File: config.mk
export PLATFORM = sky130hd
export DESIGN_NAME = alu_arbiter
export DESIGN_NICKNAME = d
export VERILOG_FILES = /design/src/rtl/alu_arbiter.sv
export SDC_FILE = /design/constraint.sdc
export NUM_CORES = 1
export LEC_CHECK = 0
export BUFFER_PORTS_ARGS = -buffer_cell sky130_fd_sc_hd__buf_2
export CAP_MARGIN = 10
export CELL_PAD_IN_SITES_DETAIL_PLACEMENT = 1
export CELL_PAD_IN_SITES_GLOBAL_PLACEMENT = 1
export CORE_MARGIN = 5
export CORE_UTILIZATION = 25
export CTS_CLUSTER_DIAMETER = 80
export DETAILED_ROUTE_END_ITERATION = 8
export PLACE_DENSITY = 0.76
export SYNTH_ARGS = -nofsm -noshare
export SYNTH_HDL_FRONTEND = slang
export SYNTH_SLANG_ARGS = --single-unit
File: constraint.sdc
create_clock -name clk -period 1.5 [get_ports clk]
set_input_delay 0 -clock clk [delete_from_list [all_inputs] [get_ports clk]]
set_output_delay 0 -clock clk [all_outputs]
set_load 0.02 [all_outputs]
File: src/rtl/alu_arbiter.sv
// ---------------------------------------------------------------------------
// alu_arbiter
//
// Shares one combinational datapath ALU between two requesters. Each
// requester offers an operation on a valid/ready request channel and
// collects the result on a valid/ready response channel. At most one request
// is granted per cycle, round-robin. The granted operands drive the ALU in
// the same cycle, and the ALU result is captured into that requester's
// response register at the clock edge.
//
// Handshake rule (both channels, both requesters): a transfer happens on a
// rising edge where valid and ready are both 1. Ready never depends on the
// same channel's valid. A producer holds its payload stable while valid is 1
// and ready is 0.
//
// Parameters
//   DATA_WIDTH    operand/result width; must match the ALU instance
//
// Ports
//   clk           single clock, all state updates on the rising edge
//   rst_n         synchronous active-low reset
//   reqN_valid    requester N presents an operation            (N = 0,1)
//   reqN_ready    requester N's operation is accepted this cycle
//   reqN_op1/op2  operands
//   reqN_ctrl     ALU control code, passed through unchecked
//   respN_valid   response register N holds a result
//   respN_ready   requester N consumes the response
//   respN_out     captured ALU result
//   respN_eq      captured ALU EQ flag
//   alu_op1/op2   operands to the ALU
//   alu_ctrl      control code to the ALU (3'b111 when idle)
//   alu_out       ALU result (combinational)
//   alu_eq        ALU EQ flag (combinational)
//   prio          round-robin state: the requester favoured on a tie
// ---------------------------------------------------------------------------
module alu_arbiter #(
   parameter int DATA_WIDTH = 32
) (
   input  logic                  clk,
   input  logic                  rst_n,

   input  logic                  req0_valid,
   output logic                  req0_ready,
   input  logic [DATA_WIDTH-1:0] req0_op1,
   input  logic [DATA_WIDTH-1:0] req0_op2,
   input  logic [2:0]            req0_ctrl,

   input  logic                  req1_valid,
   output logic                  req1_ready,
   input  logic [DATA_WIDTH-1:0] req1_op1,
   input  logic [DATA_WIDTH-1:0] req1_op2,
   input  logic [2:0]            req1_ctrl,

   output logic                  resp0_valid,
   input  logic                  resp0_ready,
   output logic [DATA_WIDTH-1:0] resp0_out,
   output logic                  resp0_eq,

   output logic                  resp1_valid,
   input  logic                  resp1_ready,
   output logic [DATA_WIDTH-1:0] resp1_out,
   output logic                  resp1_eq,

   output logic [DATA_WIDTH-1:0] alu_op1,
   output logic [DATA_WIDTH-1:0] alu_op2,
   output logic [2:0]            alu_ctrl,
   input  logic [DATA_WIDTH-1:0] alu_out,
   input  logic                  alu_eq,

   output logic                  prio
);

   // Control code driven onto the ALU when nothing is granted. The ALU
   // returns 0 for it, so an idle ALU produces no switching result.
   localparam logic [2:0] CTRL_IDLE = 3'b111;

   logic slot0_free;
   logic slot1_free;
   logic acc0;
   logic acc1;

   // A response slot can take a new result if it is empty, or if its current
   // result is being consumed in this same cycle (drain and refill).
   assign slot0_free = !resp0_valid || resp0_ready;
   assign slot1_free = !resp1_valid || resp1_ready;

   // A requester is ready when its slot is free and it either holds priority
   // or the other requester cannot compete this cycle. When both requesters
   // are valid with free slots, exactly one of them is ready. Readiness is
   // forced low during reset so nothing is accepted while state is cleared.
   assign req0_ready = rst_n && slot0_free &&
                       (!prio || !(req1_valid && slot1_free));
   assign req1_ready = rst_n && slot1_free &&
                       ( prio || !(req0_valid && slot0_free));

   assign acc0 = req0_valid && req0_ready;
   assign acc1 = req1_valid && req1_ready;

   // Operand steering: the granted requester drives the ALU directly.
   always_comb begin
      alu_op1  = '0;
      alu_op2  = '0;
      alu_ctrl = CTRL_IDLE;
      if (acc0) begin
         alu_op1  = req0_op1;
         alu_op2  = req0_op2;
         alu_ctrl = req0_ctrl;
      end else if (acc1) begin
         alu_op1  = req1_op1;
         alu_op2  = req1_op2;
         alu_ctrl = req1_ctrl;
      end
   end

   // Response registers and round-robin priority.
   always_ff @(posedge clk) begin
      if (!rst_n) begin
         resp0_valid <= 1'b0;
         resp0_out   <= '0;
         resp0_eq    <= 1'b0;
         resp1_valid <= 1'b0;
         resp1_out   <= '0;
         resp1_eq    <= 1'b0;
         prio        <= 1'b0;
      end else begin
         // Slot 0: load on accept, otherwise empty when consumed. The data
         // fields keep their last value once the response has been taken.
         if (acc0) begin
            resp0_valid <= 1'b1;
            resp0_out   <= alu_out;
            resp0_eq    <= alu_eq;
         end else if (resp0_ready) begin
            resp0_valid <= 1'b0;
         end

         if (acc1) begin
            resp1_valid <= 1'b1;
            resp1_out   <= alu_out;
            resp1_eq    <= alu_eq;
         end else if (resp1_ready) begin
            resp1_valid <= 1'b0;
         end

         // After a grant the other requester is favoured next time.
         if (acc0) begin
            prio <= 1'b1;
         end else if (acc1) begin
            prio <= 1'b0;
         end
      end
   end

endmodule

==> flow_summary.toml, run 1 <==
[run_status]
outcome = "finished, violations left"
violations = "negative setup slack"

[sta]
hold_viol_final = 0
rsz0062_at_grt = "true"
postLayoutSetupSlackWorst_ns = -0.267
setup_viol = 67
fin_crit_sh = 1.18
tightest_slew_ns = 0.615
fmax_mhz = 566
holdWs_ns = 0.0790
drv_slew = 0
period_minus_slack_ns = 1.77
fin_setup_tns_ns = -14.46
fin_worst_skew_ns = 0.00375
slew_headroom = 0.590

[die]
start_util = 0.256
rows = 42
die_y_um = 127
die_area_mm2 = 0.0161
coreArea_mm2 = 0.0133
fp.dieW_um = 127
pin_count = 311

[final_layout]
flow.area_growth_from_synthesis_pct = 94.1
nNetsFinal = 874
layout.cells.non_filler = 889
drive_gt1_frac = 0.530
final_area_mm2 = 0.00664
final_core_utilization = 0.498

[global_route]
antenna_found_initial = 9
overflow = 0
grt_max_degree = 65
grt_util_all_layers = 0.226
grt_pass1_wl_mm = 28.0
grt_pass1_vias = 4746

[power]
power_density_mw_per_mm2 = 918
comb_power_share = 0.283
power_frac_clock = 0.392
worst_ir_drop_vdd_uv = 813
p_int_uw = 4390
power_frac_seq = 0.325
power_leakage_uw = 0.00360
p_sw_frac = 0.280
p_sw_uw = 1710

[synth]
yosysUniqueCellTypes = 18
synth_fp_nets = 523
synth_edf_count = 0
yosysWarnings = 0
synth_most_common_cell = "nand2_1"
syn_area_mm2 = 0.00342
avgSynthCellArea_um2 = 9.78
yosys.area.top_type_share = 0.404
async_flop_share = 0
synth.area.top_cells = "dfxtp_1 40%, mux2i_1 19%, a22o_1 16%, nand2_1 11%, buf_6 6.3%"
netlist_instances = 350
yosysTopAreaCell = "dfxtp_1"
yosys-top-cells-count = "100 x nand2_1, 69 x dfxtp_1, 66 x mux2i_1"
synth_flop_cell = "dfxtp_1"
synth_seq_cells = 69
synth-seq-area-share = 0.404

[worst_setup_path]
start_kind = "flip-flop"
critical-path-top-delay-family = "compound AO/OA/AOI/OAI gates"
end_kind = "output pin"
crit_type = "flip-flop to output pin"
crit_path_max_fanout = 7
cp.required_ns = 1.50
arrival_ns = 1.77
cp.buffers_inverters = 3
cp_slowest_cell = "dfxtp_2"
cpPeakStageDelay_ns = 0.32
crit_chain = "nor2b_4, o2111a_2, buf_12, clkbuf_16, a22o_4, buf_6"

[route]
wl_per_cell_um = 22.2
vias = 4251
drtAntennaViolNets = 0
firstDrtPassIters = 4
drt-total-wl_mm = 19.8
drc_errors = 0
drt-initial-drc-count = 141
via_per_inst = 4.78

[cts]
clock-sinks = 69
cts_buffers = 9
cts.path.max_buffers = 2
cts.clk_slew.worst_paths_ns = 0.05
clk_latency_ns = 0.33
cts_max_level = 3
clock-root-buffer = "clkbuf_16"
tritoncts = "yes"

[placement]
dpl_cell_area_mm2 = 0.00512
gp_congestion = 1.05
place_hpwl_mm = 14.5
dp.cells = 814
io_buffers = 310

[min_path]
hp-class = "input port to flip-flop"

[flow_run]
cap_violations = 0
## power groups by stage
stage / Combinational (µW) / Sequential [µW] / Clock [µW]
finish: 1730 / 1980 / 2390
global route: 1830 / 1990 / 2510
CTS: 1590 / 1980 / 2450
detailed placement: 1330 / 2020 / 0
global placement: 1300 / 2010 / 0
floorplan: 640 / 2120 / 0
## flip-flops by register name, indices dropped and copies added, names as in the netlist
| signal | flops |
|---|---|
| resp1_valid | 1 |
| resp0_valid | 1 |
| resp0_eq | 1 |
| prio | 1 |
| resp1_eq | 1 |
| resp1_out | 32 |
| resp0_out | 32 |
## tightest hold or removal path, stage by stage
cell and delay, ns:
buf_2 0.11, nand2b_2 0.17, a21boi_1 0.08
## final timing paths
| kind | from | end | slack, ns | depth (start not counted) |
|---|---|---|---|---|
| worst max-delay path | resp1_valid | alu_op1[24] | -0.27 | 6 |
| worst min-delay path | resp0_ready | resp0_valid | 0.08 | 3 |
| worst max register to register | prio | resp1_out[2] | 0.01 | 6 |
| worst min register to register | resp0_out[26] | resp0_out[26] | 0.46 | 2 |
## metrics by stage
stage               power, µW  setup slack [ns]
finish                   6100            -0.267
global route             6330            -0.300
CTS                      6020            -0.280
detailed placement       3340           -0.0210
global placement         3310           0.00174
floorplan                2760            0.0982
## layer usage
layer / vias to the layer above / share of wire / global-route usage
met5: - / 0.0014 / 0
met4: 4 / 0.042 / 0.105
met3: 34 / 0.062 / 0.0559
met2: 188 / 0.57 / 0.457
met1: 2063 / 0.32 / 0.209
li1: 1962 / - / -
## logic make-up after synthesis
family / synth area share
AO/OA/AOI/OAI: 0.198
multiplexers: 0.193
AND/OR/NAND/NOR: 0.122
buffers and inverters: 0.0834
flip-flops: 0.404
## placed cells by master (no fill, tap or decap), types with 3 or more instances in the layout
master / n
a22o_1: 61
a22o_4: 3
buf_12: 11
buf_16: 3
buf_2: 245
buf_4: 7
buf_6: 70
clkbuf_16: 14
clkbuf_8: 3
dfxtp_1: 66
diode_2: 7
dlygate4sd3_1: 33
mux2i_1: 64
nand2_1: 99
o211a_1: 3
o22a_1: 3
## cell type report
cell class,count,area [µm²]
sequential,69,1390
clock buffer,12,267
fill,1556,6710
clock inverter,4,77.6
timing repair buffer,374,2830
tap,176,220
antenna,7,17.5
multi-input combinational,247,1850
## timing repair
item / CTS / global route
buffers inserted: 10 / 3
endpoints found under the setup margin: 67 / 107
gates cloned: 4 / 6
resized for setup: 90 / 70
hold buffers: 33 / 0
pin swaps: 5 / 61
endpoints found under the hold margin: 66 / 0
Power figures use the tool's default switching activity.
==> run 2, diff against run 1 <==
Settings changed: RECOVER_POWER set to 100.
==> flow_summary.toml, run 2 (synthesis gave the netlist of run 1 again) <==
[route]
wl_met3_mm = 1.18
route.met2.wl_mm = 11.4
drt-total-wl_mm = 19.8
vias = 4281
firstDrtPassIters = 4
drt-initial-drc-count = 130
wl_per_cell_um = 22.2
wl_met1_mm = 6.35
dr.max_layer_used = "met5"
drtAntennaViolNets = 0
via_per_inst = 4.82
drc_errors = 0

[final_layout]
flow.area_growth_from_synthesis_pct = 91.5
final_area_mm2 = 0.00655
final_common_cell = "buf_2"
layout.cells.non_filler = 889
nNetsFinal = 874
drive_gt1_frac = 0.431
fillCellCount = 1580
largestRegisters = "resp0_out: 32 flops, resp1_out: 32 flops"
final_cell_mix = "175 x buf_2, 99 x nand2_1, 70 x buf_6, 70 x clkbuf_1, 66 x dfxtp_1"

[sta]
rsz0062_at_grt = "true"
setup_viol = 67
fin_worst_skew_ns = 0.00423
fin_crit_sh = 1.18
fmax_mhz = 566
tightest_slew_ns = 0.608
slew_headroom = 0.595
postLayoutSetupSlackWorst_ns = -0.268
hold_viol_final = 0
drv_slew = 0
period_minus_slack_ns = 1.77

[global_route]
grt_util_all_layers = 0.226
antenna_found_initial = 9
grt_max_degree = 65
grt_pass1_vias = 4746
grt_pass1_wl_mm = 28.0
overflow = 0

[die]
die_y_um = 127
fp.dieW_um = 127
coreArea_mm2 = 0.0133
die_area_mm2 = 0.0161
pin_count = 311
rows = 42
start_util = 0.256

[placement]
gp_congestion = 1.05
dp_slack_ns = -0.0210
dpl_cell_area_mm2 = 0.00512
dp.cells = 814
io_buffers = 310
place_hpwl_mm = 14.5

[worst_setup_path]
start_kind = "flip-flop"
arrival_ns = 1.77
end_kind = "output pin"
crit_type = "flip-flop to output pin"
cp.required_ns = 1.50
crit_path_max_fanout = 7

[cts]
cts.clk_slew.worst_paths_ns = 0.06
tritoncts = "yes"
cts_buffers = 9
clk_latency_ns = 0.33
cts_max_level = 3
clock-sinks = 69
clock-root-buffer = "clkbuf_16"
cts.path.max_buffers = 2

[power]
worst_ir_drop_vdd_uv = 813
power_leakage_uw = 0.00331
power_density_mw_per_mm2 = 926

[run_status]
outcome = "finished, violations left"
violations = "negative setup slack"

[flow_run]
cap_violations = 0

[min_path]
hp-class = "input port to flip-flop"
## run 2: final timing paths
check	startpoint	to	slack [ns]	cells past startpoint
min	resp0_ready	resp0_valid	0.08	3
max	resp1_valid	alu_op1[24]	-0.27	6
max reg2reg	prio	resp1_out[2]	0.01	6
min reg2reg	resp0_out[26]	resp0_out[26]	0.46	2
## run 2: metrics by stage
step / util / hold slack (ns) / setup TNS (ns) / total power [µW]
after floorplan: - / 0.161 / 0 / 2760
after global placement: 0.384 / 0.270 / 0 / 3310
after detailed placement: 0.384 / 0.283 / -0.0419 / 3340
after CTS: 0.471 / 0.0682 / -15.04 / 6020
after global routing: 0.491 / 0.0934 / -18.08 / 6300
final: 0.491 / 0.0790 / -14.44 / 6070
## run 2: per-layer routing
layer / vias up / track usage
li1: 1965 / -
met1: 2087 / 0.209
met2: 193 / 0.457
met3: 32 / 0.0559
met4: 4 / 0.105
met5: - / 0
## run 2: final cells by class
cell class / count / area, µm² / share of cell area
Clock buffer: 12 / 267 / 0.0407
Tap cell: 176 / 220 / 0.0336
Timing Repair Buffer: 374 / 2740 / 0.418
Clock inverter: 4 / 77.6 / 0.0118
Antenna cell: 7 / 17.5 / 0.00267
Multi-Input combinational cell: 247 / 1850 / 0.282
Sequential cell: 69 / 1390 / 0.212
## run 2: timing repair
| action | CTS | global route |
|---|---|---|
| endpoints found under the setup margin | 67 | 107 |
| endpoints found under the hold margin | 66 | 0 |
| setup buffers | 10 | 3 |
| hold buffers | 33 | 0 |
| gates cloned | 4 | 6 |
| pin swaps | 5 | 61 |
| resized for setup | 90 | 70 |
## run 2: worst max-delay path, cell delays in order, from the launching register on
cell       delay [ns]
dfxtp_2          0.32
nor2b_4          0.12
o2111a_2         0.28
buf_12           0.15
clkbuf_16        0.16
a22o_4           0.26
buf_6            0.13
## run 2: report_power, final
part	internal [µW]	switching, µW	leakage (µW)
Sequential	1930	54.6	0.000564
Combinational	836	864	0.00257
Clock	1600	788	0.000169
==> run 3, diff against run 2 <==
Settings changed: CORE_ASPECT_RATIO set to 0.8, CORE_MARGIN 5 to 2.
==> flow_summary.toml, run 3 (synthesis gave the netlist of run 1 again) <==
[run_status]
outcome = "finished, violations left"
violations = "negative setup slack"

[final_layout]
fillCellCount = 1672
regArea_mm2 = 0.00139
final_common_cell = "buf_2"
multi_input_area_mm2 = 0.00182
drive_gt1_frac = 0.426
final_cell_mix = "208 x buf_2, 99 x nand2_1, 70 x clkbuf_1, 66 x dfxtp_1, 64 x a22o_1"
nNetsFinal = 870
layout.cells.non_filler = 889
flow.area_growth_from_synthesis_pct = 77.6
final_core_utilization = 0.452
largestRegisters = "resp0_out: 32 flops, resp1_out: 32 flops"
final_area_mm2 = 0.00608

[placement]
place_hpwl_mm = 12.9
dpl_cell_area_mm2 = 0.00513
dp_slack_ns = 0.0244
dp.cells = 819
gp_congestion = 0.832
io_buffers = 310

[global_route]
antenna_found_initial = 9
overflow = 0
grt_pass1_wl_mm = 24.6
grt_util_all_layers = 0.221
grt_pass1_vias = 4258
grt_max_degree = 100

[route]
drc_errors = 0
drt-initial-drc-count = 184
drtAntennaViolNets = 0
via_per_inst = 4.75
drt-total-wl_mm = 17.9
wl_per_cell_um = 20.2
firstDrtPassIters = 4
vias = 4219

[sta]
hold_viol_final = 0
fin_worst_skew_ns = 0.00771
setup_viol = 86
slew_headroom = 0.729
rsz0062_at_grt = "true"
fin_crit_sh = 1.14
tightest_slew_ns = 0.406
drv_slew = 0
fmax_mhz = 584
postLayoutSetupSlackWorst_ns = -0.213
period_minus_slack_ns = 1.71

[flow_run]
cap_violations = 0

[die]
pin_count = 311
die_area_mm2 = 0.0146
start_util = 0.254
fp.dieW_um = 135
die_y_um = 109
rows = 38
coreArea_mm2 = 0.0135

[cts]
cts_buffers = 9
cts_max_level = 3
cts.path.max_buffers = 2
tritoncts = "yes"
clock-sinks = 69
cts.clk_slew.worst_paths_ns = 0.06
clock-root-buffer = "clkbuf_16"
clk_latency_ns = 0.32

[power]
worst_ir_drop_vdd_uv = 636
power_density_mw_per_mm2 = 936
total_power_uw = 5690
power_leakage_uw = 0.00314

[worst_setup_path]
cp_slowest_cell = "o2111a_2"
cp.required_ns = 1.50
crit_type = "flip-flop to output pin"
start_kind = "flip-flop"
end_kind = "output pin"
crit_path_max_fanout = 28
cpPeakStageDelay_ns = 0.34
arrival_ns = 1.71
crit_chain = "nand2b_4, o2111a_2, buf_12, a22o_1, buf_6"

[min_path]
hp-class = "input port to flip-flop"
run 3: worst max-delay path, delay by kind of cell, from the launching register on:
kind	cells	cell delay, ns
simple gates	1	0.16
buf+inv	2	0.33
compound gates	2	0.57
flops	1	0.33
run 3: path summary, 6_finish.rpt:
kind                   endpoint     startpoint  depth (start not counted)  slack [ns]
hold / removal      resp0_valid          rst_n                          2        0.02
setup reg to reg   resp0_out[2]    resp1_valid                          7       -0.06
setup / recovery     alu_op2[3]           prio                          5       -0.21
hold reg to reg   resp1_out[14]  resp1_out[14]                          2        0.46
run 3: report_power, final:
part           internal, µW  leakage [µW]  switching (µW)  total (µW)
clock                  1340      0.000150             849        2190
combinational           695       0.00243             817        1510
sequential             1930      0.000564            53.8        1980
run 3: area by class of cell:
cell class | instances | share of cell area
antenna | 7 | 0.00288
clock buffer | 10 | 0.0393
clock inverter | 6 | 0.0113
tap | 180 | 0.0371
timing repair buffer | 370 | 0.382
sequential | 69 | 0.228
multi-input combinational | 247 | 0.300
run 3: timing repair:
item,in CTS,in global routing
pin swaps,2,7
resized for setup,28,58
hold buffers,32,0
cloned,2,1
setup endpoints to repair,68,92
hold endpoints to repair,62,0
buffers inserted,10,4
run 3: metal layers:
metal  track usage  up-vias  wire [µm]
met2         0.386      152       9640
met5             0        -         21
met1         0.255     2076       6980
met4        0.0977        4        298
met3        0.0581       26       1010
li1              -     1961          -
run 3: stage by stage:
step,setup TNS (ns),hold WS (ns)
floorplan,0,0.161
global placement,0,0.269
detailed placement,0,0.285
CTS,-13.05,0.000589
global route,-18.27,0.0159
finish,-12.30,0.0170
